<file path="config.mk">
export PLATFORM = sky130hd
export DESIGN_NAME = node_path_sequencer_flat
export DESIGN_NICKNAME = d
export VERILOG_FILES = /design/src/rtl/node_path_sequencer_if.sv /design/src/rtl/node_path_sequencer.sv /design/src/flat_wrapper.sv
export SDC_FILE = /design/constraint.sdc
export NUM_CORES = 1
export LEC_CHECK = 0
export ABC_CLOCK_PERIOD_IN_PS = 3800
export CORE_ASPECT_RATIO = 1.5
export CORE_UTILIZATION = 32
export DETAILED_ROUTE_END_ITERATION = 6
export PLACE_DENSITY = 0.55
export SYNTH_ARGS = -nofsm -noshare
export SYNTH_HDL_FRONTEND = slang
export SYNTH_SLANG_ARGS = --single-unit
</file>
<file path="constraint.sdc">
create_clock -name clk_50 -period 3.8 [get_ports clk_50]
set_input_delay 0.76 -clock clk_50 [delete_from_list [all_inputs] [get_ports clk_50]]
set_output_delay 0.76 -clock clk_50 [all_outputs]
set_load 0.01 [all_outputs]
</file>
<file path="src/rtl/node_path_sequencer_if.sv">
// Bundle of plan, line-sensor and status signals shared between the path
// sequencer and whatever drives it.
interface node_path_sequencer_if;
   logic [2:0] turn;
   logic       plan_wr;
   logic [1:0] plan_data;
   logic       start;
   logic       abort;
   logic [2:0] motor_cmd;
   logic [3:0] node_count;
   logic [3:0] plan_level;
   logic       busy;
   logic       done;
   logic       fault;
   logic       overflow;

   modport master (
      output turn, plan_wr, plan_data, start, abort,
      input  motor_cmd, node_count, plan_level, busy, done, fault, overflow
   );

   modport slave (
      input  turn, plan_wr, plan_data, start, abort,
      output motor_cmd, node_count, plan_level, busy, done, fault, overflow
   );
endinterface

</file>
<file path="src/rtl/node_path_sequencer.sv">
// Line-following path sequencer: follows the line, confirms nodes, and at each
// node executes the next queued action from an 8-entry plan FIFO.
module node_path_sequencer #(
   parameter int NODE_DEBOUNCE = 4,
   parameter int TURN_MIN      = 16,
   parameter int TURN_MAX      = 1024,
   parameter int LOST_TIMEOUT  = 256,
   parameter int CROSS_CYCLES  = 32
) (
   input logic                  clk_50,
   input logic                  rst_n,
   node_path_sequencer_if.slave bus
);

   localparam logic [2:0] S_IDLE   = 3'd0;
   localparam logic [2:0] S_FOLLOW = 3'd1;
   localparam logic [2:0] S_NODE   = 3'd2;
   localparam logic [2:0] S_CROSS  = 3'd3;
   localparam logic [2:0] S_SPIN   = 3'd4;
   localparam logic [2:0] S_DONE   = 3'd5;
   localparam logic [2:0] S_LOST   = 3'd6;

   localparam logic [2:0] M_STOP  = 3'b000;
   localparam logic [2:0] M_FWD   = 3'b001;
   localparam logic [2:0] M_LEFT  = 3'b010;
   localparam logic [2:0] M_RIGHT = 3'b011;
   localparam logic [2:0] T_NODE  = 3'b000;
   localparam logic [2:0] T_OFF   = 3'b100;

   localparam logic [1:0] A_STRAIGHT = 2'b00;
   localparam logic [1:0] A_LEFT     = 2'b01;
   localparam logic [1:0] A_HALT     = 2'b11;

   localparam int DEB_W   = $clog2(NODE_DEBOUNCE + 1);
   localparam int LOST_W  = $clog2(LOST_TIMEOUT + 1);
   localparam int SPIN_W  = $clog2(TURN_MAX + 1);
   localparam int CROSS_W = $clog2(CROSS_CYCLES + 1);

   localparam logic [DEB_W-1:0]   DEB_LAST   = DEB_W'(NODE_DEBOUNCE);
   localparam logic [LOST_W-1:0]  LOST_LAST  = LOST_W'(LOST_TIMEOUT);
   localparam logic [SPIN_W-1:0]  SPIN_MIN   = SPIN_W'(TURN_MIN);
   localparam logic [SPIN_W-1:0]  SPIN_LAST  = SPIN_W'(TURN_MAX);
   localparam logic [CROSS_W-1:0] CROSS_LAST = CROSS_W'(CROSS_CYCLES);

   logic [2:0]         state;
   logic [2:0]         motor;
   logic [3:0]         nodes;
   logic               fault_flag;
   logic               overflow_flag;
   logic [DEB_W-1:0]   deb_cnt;
   logic [LOST_W-1:0]  lost_cnt;
   logic [SPIN_W-1:0]  spin_cnt;
   logic [CROSS_W-1:0] cross_cnt;

   logic [1:0] fifo_mem [8];
   logic [2:0] wr_ptr;
   logic [2:0] rd_ptr;
   logic [3:0] level;
   logic       full;
   logic       empty;
   logic       pop;
   logic       push;
   logic [1:0] head;

   logic [DEB_W-1:0]   deb_next;
   logic [LOST_W-1:0]  lost_next;
   logic [SPIN_W-1:0]  spin_next;
   logic [CROSS_W-1:0] cross_next;

   assign full  = (level == 4'd8);
   assign empty = (level == 4'd0);
   assign head  = fifo_mem[rd_ptr];
   assign pop   = (state == S_NODE) && !empty;
   // A full FIFO still takes a push when the same cycle pops; abort drops it.
   assign push  = bus.plan_wr && !bus.abort && (!full || pop);

   assign deb_next   = deb_cnt + DEB_W'(1);
   assign lost_next  = lost_cnt + LOST_W'(1);
   assign spin_next  = spin_cnt + SPIN_W'(1);
   assign cross_next = cross_cnt + CROSS_W'(1);

   always_ff @(posedge clk_50) begin
      if (push) begin
         fifo_mem[wr_ptr] <= bus.plan_data;
      end
   end

   always_ff @(posedge clk_50 or negedge rst_n) begin
      if (!rst_n) begin
         wr_ptr        <= 3'd0;
         rd_ptr        <= 3'd0;
         level         <= 4'd0;
         overflow_flag <= 1'b0;
      end else if (bus.abort) begin
         wr_ptr <= 3'd0;
         rd_ptr <= 3'd0;
         level  <= 4'd0;
      end else begin
         if (push) begin
            wr_ptr <= wr_ptr + 3'd1;
         end
         if (pop) begin
            rd_ptr <= rd_ptr + 3'd1;
         end
         level <= level + {3'b000, push} - {3'b000, pop};
         if (bus.plan_wr && full && !pop) begin
            overflow_flag <= 1'b1;
         end
      end
   end

   always_ff @(posedge clk_50 or negedge rst_n) begin
      if (!rst_n) begin
         state      <= S_IDLE;
         motor      <= M_STOP;
         nodes      <= 4'd0;
         fault_flag <= 1'b0;
         deb_cnt    <= '0;
         lost_cnt   <= '0;
         spin_cnt   <= '0;
         cross_cnt  <= '0;
      end else if (bus.abort) begin
         state     <= S_IDLE;
         motor     <= M_STOP;
         nodes     <= 4'd0;
         deb_cnt   <= '0;
         lost_cnt  <= '0;
         spin_cnt  <= '0;
         cross_cnt <= '0;
      end else begin
         case (state)
            S_IDLE: begin
               motor <= M_STOP;
               if (bus.start) begin
                  state      <= S_FOLLOW;
                  nodes      <= 4'd0;
                  fault_flag <= 1'b0;
                  deb_cnt    <= '0;
                  lost_cnt   <= '0;
               end
            end
            S_FOLLOW: begin
               if (bus.turn == T_NODE) begin
                  motor    <= M_STOP;
                  lost_cnt <= '0;
                  if (deb_next == DEB_LAST) begin
                     deb_cnt <= '0;
                     state   <= S_NODE;
                  end else begin
                     deb_cnt <= deb_next;
                  end
               end else if (bus.turn == T_OFF) begin
                  deb_cnt <= '0;
                  if (lost_next == LOST_LAST) begin
                     lost_cnt   <= '0;
                     fault_flag <= 1'b1;
                     motor      <= M_STOP;
                     state      <= S_LOST;
                  end else begin
                     lost_cnt <= lost_next;
                  end
               end else begin
                  deb_cnt  <= '0;
                  lost_cnt <= '0;
                  if (bus.turn == M_FWD || bus.turn == M_LEFT || bus.turn == M_RIGHT) begin
                     motor <= bus.turn;
                  end
               end
            end
            S_NODE: begin
               if (nodes != 4'd15) begin
                  nodes <= nodes + 4'd1;
               end
               if (empty || head == A_HALT) begin
                  motor <= M_STOP;
                  state <= S_DONE;
               end else if (head == A_STRAIGHT) begin
                  motor     <= M_FWD;
                  cross_cnt <= '0;
                  state     <= S_CROSS;
               end else begin
                  motor    <= (head == A_LEFT) ? M_LEFT : M_RIGHT;
                  spin_cnt <= '0;
                  state    <= S_SPIN;
               end
            end
            S_CROSS: begin
               motor <= M_FWD;
               if (cross_next == CROSS_LAST) begin
                  cross_cnt <= '0;
                  state     <= S_FOLLOW;
               end else begin
                  cross_cnt <= cross_next;
               end
            end
            S_SPIN: begin
               // Line re-acquisition only counts once the minimum spin has elapsed.
               if (spin_next >= SPIN_MIN && bus.turn == M_FWD) begin
                  spin_cnt <= '0;
                  motor    <= M_FWD;
                  state    <= S_FOLLOW;
               end else if (spin_next == SPIN_LAST) begin
                  spin_cnt   <= '0;
                  fault_flag <= 1'b1;
                  motor      <= M_STOP;
                  state      <= S_LOST;
               end else begin
                  spin_cnt <= spin_next;
               end
            end
            S_DONE: begin
               motor <= M_STOP;
               state <= S_IDLE;
            end
            S_LOST: begin
               motor <= M_STOP;
            end
            default: begin
               motor <= M_STOP;
               state <= S_IDLE;
            end
         endcase
      end
   end

   assign bus.motor_cmd  = motor;
   assign bus.node_count = nodes;
   assign bus.plan_level = level;
   assign bus.busy       = (state != S_IDLE) && (state != S_DONE);
   assign bus.done       = (state == S_DONE);
   assign bus.fault      = fault_flag;
   assign bus.overflow   = overflow_flag;

endmodule

</file>
<file path="src/flat_wrapper.sv">
// flat-port wrapper written by rule: the top's interface ports become plain ports
module node_path_sequencer_flat 
#(
   parameter int NODE_DEBOUNCE = 4,
   parameter int TURN_MIN      = 16,
   parameter int TURN_MAX      = 1024,
   parameter int LOST_TIMEOUT  = 256,
   parameter int CROSS_CYCLES  = 32
)
  (clk_50, rst_n, bus_turn, bus_plan_wr, bus_plan_data, bus_start, bus_abort, bus_motor_cmd, bus_node_count, bus_plan_level, bus_busy, bus_done, bus_fault, bus_overflow);
  node_path_sequencer_if bus_i ();
  input logic clk_50;
  input logic rst_n;
  input wire logic [$bits(bus_i.turn)-1:0] bus_turn;
  input wire logic [$bits(bus_i.plan_wr)-1:0] bus_plan_wr;
  input wire logic [$bits(bus_i.plan_data)-1:0] bus_plan_data;
  input wire logic [$bits(bus_i.start)-1:0] bus_start;
  input wire logic [$bits(bus_i.abort)-1:0] bus_abort;
  output wire logic [$bits(bus_i.motor_cmd)-1:0] bus_motor_cmd;
  output wire logic [$bits(bus_i.node_count)-1:0] bus_node_count;
  output wire logic [$bits(bus_i.plan_level)-1:0] bus_plan_level;
  output wire logic [$bits(bus_i.busy)-1:0] bus_busy;
  output wire logic [$bits(bus_i.done)-1:0] bus_done;
  output wire logic [$bits(bus_i.fault)-1:0] bus_fault;
  output wire logic [$bits(bus_i.overflow)-1:0] bus_overflow;
  assign bus_i.turn = bus_turn;
  assign bus_i.plan_wr = bus_plan_wr;
  assign bus_i.plan_data = bus_plan_data;
  assign bus_i.start = bus_start;
  assign bus_i.abort = bus_abort;
  assign bus_motor_cmd = bus_i.motor_cmd;
  assign bus_node_count = bus_i.node_count;
  assign bus_plan_level = bus_i.plan_level;
  assign bus_busy = bus_i.busy;
  assign bus_done = bus_i.done;
  assign bus_fault = bus_i.fault;
  assign bus_overflow = bus_i.overflow;
  node_path_sequencer #(.NODE_DEBOUNCE(NODE_DEBOUNCE), .TURN_MIN(TURN_MIN), .TURN_MAX(TURN_MAX), .LOST_TIMEOUT(LOST_TIMEOUT), .CROSS_CYCLES(CROSS_CYCLES)) u_core (.clk_50(clk_50), .rst_n(rst_n), .bus(bus_i));
endmodule
</file>
==> flow_summary.ini, run 1 <==
[clocking]
cts_root_buffer = clkbuf_16
ctsResizeCount = 0
clk_latency_ns = 0.33
htreeDepth = 3
clockBufferDepth = 2
clk_pin_slew_ns = 0.05
holdBufCountCts = 0
cts.sink_count = 67
post-cts-setup-buffer-count = 0
numCtsBuffers = 9
cts_tree = done

[yosys]
netlist.top_cell.by_area = dfrtp_1
synth_edf_count = 16
ys_ff_latch = 67
synth_area_um2 = 4010
yosysWarningCount = 0
async_reset_ff_frac = 0.761
netlist.area_leader.share = 0.318
synth_ff_type = dfrtp_1
syn_avg_cell_area_um2 = 9.57
synth_nets = 445
ys_seq_area_frac = 0.438
netlist_instances = 419
synth_area_leaders = dfrtp_1, edfxtp_1, ha_1, nand2_1, o21ai_0
synth_cell_types = 66

[cells_and_area]
drive_above_1_share = 0.0946
nets = 465
final_cell_mix = dfrtp_1, nand2_1, nor2_1
diodes = 0
final_common_cell = dfrtp_1
final_cells = 597
area_delta_synth_final_pct = 16.2

[route]
routed_wl_um = 9290
avgViaCountPerCell = 5.40
wl_per_cell_um = 15.6
ant_nets = 0
drt_iter0_markers = 150
firstDrtPassIters = 4
vias = 3225
drc = 0

[floorplan]
die_y_um = 139
start_util = 0.332
die-area_um2 = 13000
core_area_um2 = 12100
die_w_um = 93.4
io_pins = 25
num_rows = 49

[grt]
met1_usage = 0.176
antenna_found_initial = 0
met3_usage = 0.0323
grt_pass1_vias = 3210
grt_usage = 0.154
top_usage_layer = met2
grtUsageMet2 = 0.273
grt_pass1_wl_um = 15600
grt_max_degree = 39
grt_overflow_total = 0

[pwr]
pwr_density_cell_nw_per_um2 = 510
ir_worst_vdd_mv = 0.274
p_leak_uw = 0.00184

[place]
port_buffers = 24
place.gp.congestion = 0.817
numPlacedInstances = 581
dpl.hpwl_um = 6840

[critical_path]
cp.arrival_ns = 3.22
endpoint_kind = register
worstSetupStartpointType = register
path_class = reg -> reg
path_max_fanout = 6
worst_ep_required_time_ns = 4.01

[run_status]
status = finished, final reports clean

[sta]
worstMarginPinSlew_ns = 0.906
rsz0062_at_grt = false
tns_ns = 0
finalCritPeriodShare = 0.792
fmax_mhz = 332
finalClockSkew_ns = 0.0108
finalSetupViolCount = 0
relSlewSlack = 0.396
layout_min_cycle_time_ns = 3.01
drv_slew = 0
finalHoldViolations = 0

[flow_run]
maxCapViolCount = 0

[min_path]
hp-class = reg -> reg
[kinds of logic (layout without fill, tap and decap cells)]
family,Yosys count,after routing,share of synthesized area
AND/OR/NAND/NOR,178,178,0.226
AO/OA/AOI/OAI,97,97,0.173
flip-flops,67,67,0.438
buffers and inverters,36,61,0.0396
adder cells (fa/ha/maj),16,16,0.0518
XOR/XNOR,14,14,0.0306
multiplexers,11,11,0.0409
[synthesized netlist by cell type (all sizes together) (5+ instances only)]
cell type,count
edfxtp,16
nor3b,5
ha,15
xor2,8
nand2b,7
a21oi,12
o21ai,34
and3,8
a31oi,8
o211ai,7
xnor2,6
inv,16
nor3,14
nor2,38
and4,5
dfrtp,51
nand3,18
nor2b,10
clkbuf,9
o31ai,6
buf,10
nand2,48
nand4,9
[worst paths after layout]
| kind | end | cells after the start | slack, ns | start |
|---|---|---|---|---|
| max in group asynchronous | u_core.state[2]$_DFFE_PN0P_ | 2 | 2.49 | rst_n |
| min in group asynchronous | u_core.cross_cnt[5]$_DFFE_PN0P_ | 1 | 0.56 | rst_n |
| min reg2reg | u_core.bus.overflow$_DFFE_PN0P_ | 1 | 0.50 | u_core.bus.overflow$_DFFE_PN0P_ |
| min | u_core.bus.overflow$_DFFE_PN0P_ | 1 | 0.50 | u_core.bus.overflow$_DFFE_PN0P_ |
| max | u_core.state[0]$_DFFE_PN0P_ | 8 | 0.79 | u_core.lost_cnt[0]$_DFFE_PN0P_ |
| max reg2reg | u_core.state[0]$_DFFE_PN0P_ | 8 | 0.79 | u_core.lost_cnt[0]$_DFFE_PN0P_ |
[metal layers]
layer	share of wire	wire length, µm	vias up
met5	0	0	-
met1	0.42	3940	1572
met2	0.53	4960	60
met3	0.025	231	13
met4	0.017	157	0
li1	-	-	1580
[layout make-up]
cell class / count / area (µm²)
Inverter: 17 / 63.8
Clock inverter: 5 / 53.8
Multi-Input combinational cell: 316 / 2100
Timing Repair Buffer: 28 / 265
Fill cell: 1193 / 7420
Sequential cell: 67 / 1760
Clock buffer: 11 / 233
Tap cell: 153 / 191
[registers in the layout, summed over array words and instances (netlist names), 4 cells and up]
signal	cells
u_core.bus.node_count	4
u_core.lost_cnt	9
u_core.cross_cnt	6
u_core.bus.plan_level	4
u_core.fifo_mem	16
u_core.spin_cnt	11
[through the flow]
| stage | hold WS [ns] | power, µW | instance area, µm² | util | setup WS [ns] |
|---|---|---|---|---|---|
| 5_1_grt | 0.520 | 2520 | 4660 | 0.386 | 0.604 |
| 6_report | 0.499 | 2370 | 4660 | 0.386 | 0.792 |
| 2_1_floorplan | 0.464 | 1350 | 4010 | - | 1.14 |
| 4_1_cts | 0.503 | 2400 | 4660 | 0.386 | 0.817 |
| 3_5_place_dp | 0.488 | 1580 | 4370 | 0.362 | 0.777 |
| 3_3_place_gp | 0.486 | 1580 | 4370 | 0.362 | 0.855 |
[critical path: stages (launching register included)]
cell       delay, ns
dfrtp_1         0.41
ha_1            0.26
nand4_1         0.22
or3_1           0.41
a221oi_1        0.53
a2bb2oi_1       0.33
a21bo_2         0.26
a21oi_2         0.13
mux2_2          0.34
[power breakdown]
group          total [µW]  internal (µW)  switching (µW)
Combinational         661            290             372
Sequential            903            800             102
Clock                 811            505             306
Total                2370           1590             780
(Power assumes the default switching activity.)
==> inputs of run 2 (changes only) <==
ABC_CLOCK_PERIOD_IN_PS = 3000   (was 3800)
clock period = 3 ns   (was 3.8 ns; I/O delays follow)
==> run 2 against run 1 <==
- worst setup slack got worse by 0.61 ns
- critical path depth unchanged
- power increased by 31%
- non-clock buffer count is 17 higher
- combinational power grew 46%
- final area up 3.1%
- largest power group unchanged
- highest routed layer unchanged
==> flow_summary.ini, run 2 (synthesized netlist as in run 1, its figures left out) <==
[sta]
layout_min_cycle_time_ns = 2.82
finalSetupViolCount = 0
drv_slew = 0
finalHoldViolations = 0
finalClockSkew_ns = 0.0104
rsz0062_at_grt = false
relSlewSlack = 0.534
tns_ns = 0
finalCritPeriodShare = 0.941
fmax_mhz = 354
worstMarginPinSlew_ns = 0.699

[critical_path]
cp.arrival_ns = 3.04
path_max_fanout = 7
worstSetupStartpointType = register
endpoint_kind = register
worst_ep_required_time_ns = 3.22
path_class = reg -> reg

[route]
drt_iter0_markers = 147
firstDrtPassIters = 4
drc = 0
ant_nets = 0
vias = 3266
wl_per_cell_um = 15.5
avgViaCountPerCell = 5.32
routed_wl_um = 9490

[grt]
grt_usage = 0.160
grt_pass1_vias = 3308
antenna_found_initial = 0
grt_pass1_wl_um = 16300
grt_max_degree = 52
grt_overflow_total = 0

[place]
place.gp.congestion = 0.831
port_buffers = 24
dpl.hpwl_um = 6990

[flow_run]
maxCapViolCount = 0

[cells_and_area]
largest-register = u_core.fifo_mem
area_delta_synth_final_pct = 19.8
reg_top3 = u_core.fifo_mem (16), u_core.spin_cnt (11), u_core.lost_cnt (9)
drive_above_1_share = 0.130
final_cell_mix = dfrtp_1, nand2_1, nor2_1
nets = 482
final_common_cell = dfrtp_1
diodes = 0
fin_util = 0.398
largest_reg_flops = 16

[clocking]
clk_latency_ns = 0.34
cts_tree = done
clockBufferDepth = 2
cts_root_buffer = clkbuf_16
htreeDepth = 3
cts.sink_count = 67
clk_pin_slew_ns = 0.05
numCtsBuffers = 9

[pwr]
p_leak_uw = 0.00194
p_total_uw = 3110
pwr_density_cell_nw_per_um2 = 648
ir_worst_vdd_mv = 0.336

[floorplan]
num_rows = 49
io_pins = 25
die-area_um2 = 13000
start_util = 0.332
core_area_um2 = 12100
die_y_um = 139
die_w_um = 93.4

[min_path]
hp-class = in -> async

[run_status]
status = finished, final reports clean
==> run 2: cell count changes in the layout (fill, tap and decap cells not counted), sizes merged <==
| cell | before | now |
|---|---|---|
| clkbuf | 11 | 10 |
| clkinv | 3 | 6 |
| buf | 5 | 22 |
| clkinvlp | 2 | 0 |
==> run 2: timing repair <==
action / in CTS / in global routing
setup endpoints to repair: 0 / 3
hold buffers: 0 / 0
gates resized for setup: 0 / 1
buffers inserted: 0 / 3
==> run 2: area by class of cell <==
cell class / count / area, µm²
sequential: 67 / 1760
clock inverter: 6 / 56.3
multi-input combinational: 316 / 2100
inverter: 17 / 63.8
fill: 1182 / 7270
clock buffer: 10 / 229
tap: 153 / 191
timing repair buffer: 45 / 405
==> run 2: metrics by stage <==
step	area, µm²	instances	setup slack, ns	hold slack (ns)
after floorplan	4010	419	0.337	0.304
after global placement	4490	595	0.192	0.480
after detailed placement	4490	595	0.107	0.479
after CTS	4780	611	0.100	0.418
after global routing	4800	614	0.0112	0.460
final	4800	614	0.177	0.389
==> run 2: report_power, final <==
group / leakage (µW) / internal (µW) / switching (µW) / total [µW]
Sequential: 0.000845 / 1010 / 100 / 1110
Clock: 0.000141 / 636 / 396 / 1030
Combinational: 0.000952 / 443 / 525 / 968
Total: 0.00194 / 2090 / 1020 / 3110
==> run 2: metal layers <==
metal,vias to the layer above,track usage,wire (µm)
met4,0,0.0688,221
met2,75,0.274,5040
met3,17,0.0433,377
met1,1564,0.186,3850
li1,1610,-,-
met5,-,0,0
==> run 2: final timing paths <==
| check | from | end | slack, ns | cells after the start |
|---|---|---|---|---|
| worst max-delay path | u_core.spin_cnt[0]$_DFFE_PN0P_ | u_core.bus.motor_cmd[1]$_DFFE_PN0P_ | 0.18 | 8 |
| worst min-delay path | rst_n | u_core.cross_cnt[5]$_DFFE_PN0P_ | 0.39 | 2 |
| worst max register to register | u_core.spin_cnt[0]$_DFFE_PN0P_ | u_core.bus.motor_cmd[1]$_DFFE_PN0P_ | 0.18 | 8 |
| worst min register to register | u_core.bus.overflow$_DFFE_PN0P_ | u_core.bus.overflow$_DFFE_PN0P_ | 0.49 | 1 |
| max in group asynchronous | rst_n | u_core.wr_ptr[2]$_DFFE_PN0P_ | 2.13 | 2 |
| min in group clk_50 | u_core.bus.overflow$_DFFE_PN0P_ | u_core.bus.overflow$_DFFE_PN0P_ | 0.49 | 1 |
==> run 2: worst max-delay path: stages (launching register included) <==
cell,delay (ns)
dfrtp_1,0.43
ha_1,0.29
and3_2,0.26
or3_1,0.31
a32o_2,0.28
a2111oi_4,0.38
nor2_2,0.12
a32oi_2,0.26
mux2_2,0.36
==> inputs of run 3 (changes only) <==
ABC_CLOCK_PERIOD_IN_PS = 3600   (was 3000)
CTS_BUF_LIST = sky130_fd_sc_hd__clkbuf_2   (was unset)
clock period = 3.6 ns   (was 3 ns; I/O delays follow)
==> run 3 against run 2 <==
- critical path depth decreased by 5
- clock skew increased by 0.017 ns
- power decreased by 31%
- worst setup slack improved by 0.32 ns
- register-to-register slack improved by 0.37 ns
- via count decreased by 1.3%
- non-clock buffer count decreased by 16
- hold slack got worse by 0.23 ns
- first-iteration DRC count decreased by 24%
- flip-flop and latch count unchanged
- largest cell class unchanged
- largest power group unchanged
- highest routed layer unchanged
==> flow_summary.ini, run 3 (synthesized netlist as in run 1, its figures left out) <==
[run_status]
status = finished, final reports clean

[cells_and_area]
final_common_cell = dfrtp_1
diodes = 0
final_cell_mix = dfrtp_1, nand2_1, nor2_1
area_delta_synth_final_pct = 12.4
nets = 466
fin_util = 0.373
drive_above_1_share = 0.0989
reg_top3 = u_core.fifo_mem (16), u_core.spin_cnt (11), u_core.lost_cnt (9)
largest_reg_flops = 16
final_cells = 598
largest-register = u_core.fifo_mem

[clocking]
clk_latency_ns = 0.52
cts.sink_count = 67
numCtsBuffers = 9
clockBufferDepth = 2
holdBufCountCts = 0
htreeDepth = 3
post-cts-setup-buffer-count = 0
cts_root_buffer = clkbuf_2
cts_tree = done
clk_pin_slew_ns = 0.20
ctsResizeCount = 0

[route]
firstDrtPassIters = 4
vias = 3223
drc = 0
ant_nets = 0
wl_per_cell_um = 15.7
routed_wl_um = 9400
drt_iter0_markers = 112
avgViaCountPerCell = 5.39

[floorplan]
die_w_um = 93.4
num_rows = 49
start_util = 0.332
die_y_um = 139
core_area_um2 = 12100
io_pins = 25
die-area_um2 = 13000

[critical_path]
reg2reg_from = u_core.lost_cnt[0]$_DFFE_PN0P_
path_max_fanout = 16
worstSetupStartpoint = u_core.state[2]$_DFFE_PN0P_
reg2reg_slack_ns = 0.55
reg2reg_depth = 8
crit_path_cell_trace = nor2b_1, or3_1, clkdlybuf4s50_1
endpoint_kind = output port
crit_path_end = bus_busy
worst_ep_required_time_ns = 2.88
cp.arrival_ns = 2.38
path_class = reg -> out
critPathMaxStageDelay_ns = 0.72
cp_slowest_cell = dfrtp_1
r2r-end = u_core.state[0]$_DFFE_PN0P_
worstSetupStartpointType = register

[min_path]
hp-class = in -> async

[sta]
worstMarginPinSlew_ns = 0.588
rsz0062_at_grt = false
tns_ns = 0
drv_slew = 0
layout_min_cycle_time_ns = 3.10
hold_ws_ns = 0.162
fmax_mhz = 322
finalSetupViolCount = 0
finalClockSkew_ns = 0.0277
finalCritPeriodShare = 0.862
relSlewSlack = 0.604
finalHoldViolations = 0

[grt]
grt_usage = 0.156
grt_pass1_wl_um = 15900
grt_max_degree = 28
grt_pass1_vias = 3268
antenna_found_initial = 0
grt_overflow_total = 0

[pwr]
pwr_density_cell_nw_per_um2 = 479
p_comb_frac = 0.325
ir_worst_vdd_mv = 0.182
pwr-share-clk = 0.236
swShare = 0.362
pwr-share-seq = 0.440
p_leak_uw = 0.00179
p_switching_uw = 783
p_total_uw = 2160
internal-power_uw = 1380

[place]
dpl.hpwl_um = 6960
numPlacedInstances = 582
place.gp.congestion = 0.806
port_buffers = 24

[flow_run]
maxCapViolCount = 0
==> run 3: power by group through the flow <==
stage / registers (µW) / clock network, µW / logic [µW]
floorplan: 923 / 0 / 501
global placement: 967 / 0 / 705
detailed placement: 966 / 0 / 708
CTS: 951 / 522 / 712
global route: 964 / 560 / 790
finish: 951 / 509 / 702
==> run 3: stage by stage <==
step | instance area [µm²] | setup slack, ns
after floorplan | 4010 | 0.937
after global placement | 4380 | 0.671
after detailed placement | 4380 | 0.623
after CTS | 4510 | 0.451
after global routing | 4510 | 0.316
final | 4510 | 0.496
==> run 3: how the worst min path moves through the flow <==
stage / endpoint / slack [ns] / cells after the start
after global routing: u_core.deb_cnt[1]$_DFFE_PN0P_ / 0.13 / 1
after global placement: u_core.bus.overflow$_DFFE_PN0P_ / 0.46 / 1
after detailed placement: u_core.bus.overflow$_DFFE_PN0P_ / 0.46 / 1
after CTS: u_core.deb_cnt[0]$_DFFE_PN0P_ / 0.16 / 1
after floorplan: u_core.bus.fault$_DFFE_PN0P_ / 0.42 / 0
final: u_core.deb_cnt[1]$_DFFE_PN0P_ / 0.16 / 1
==> run 3: layer usage <==
metal,share of wire,wire (µm),global-route usage,up-vias
met5,0,0,0,-
met4,0.012,110,0.0599,0
met3,0.026,242,0.0334,8
met2,0.53,5020,0.279,51
met1,0.43,4030,0.179,1578
li1,-,-,-,1586
==> run 3: area by class of cell <==
class | count | area (µm²)
fillers | 1189 | 7570
inverters | 17 | 63.8
multi-input cells | 316 | 2100
clock inverters | 6 | 80.1
flip-flops and latches | 67 | 1760
clock buffers | 10 | 50.0
well taps | 153 | 191
repair buffers | 29 | 273
==> run 3: worst max-delay path: cells and delay by family (launching register included) <==
| family | cells | cell delay (ns) |
|---|---|---|
| buf+inv | 1 | 0.51 |
| simple gates | 2 | 0.65 |
| flops | 1 | 0.72 |
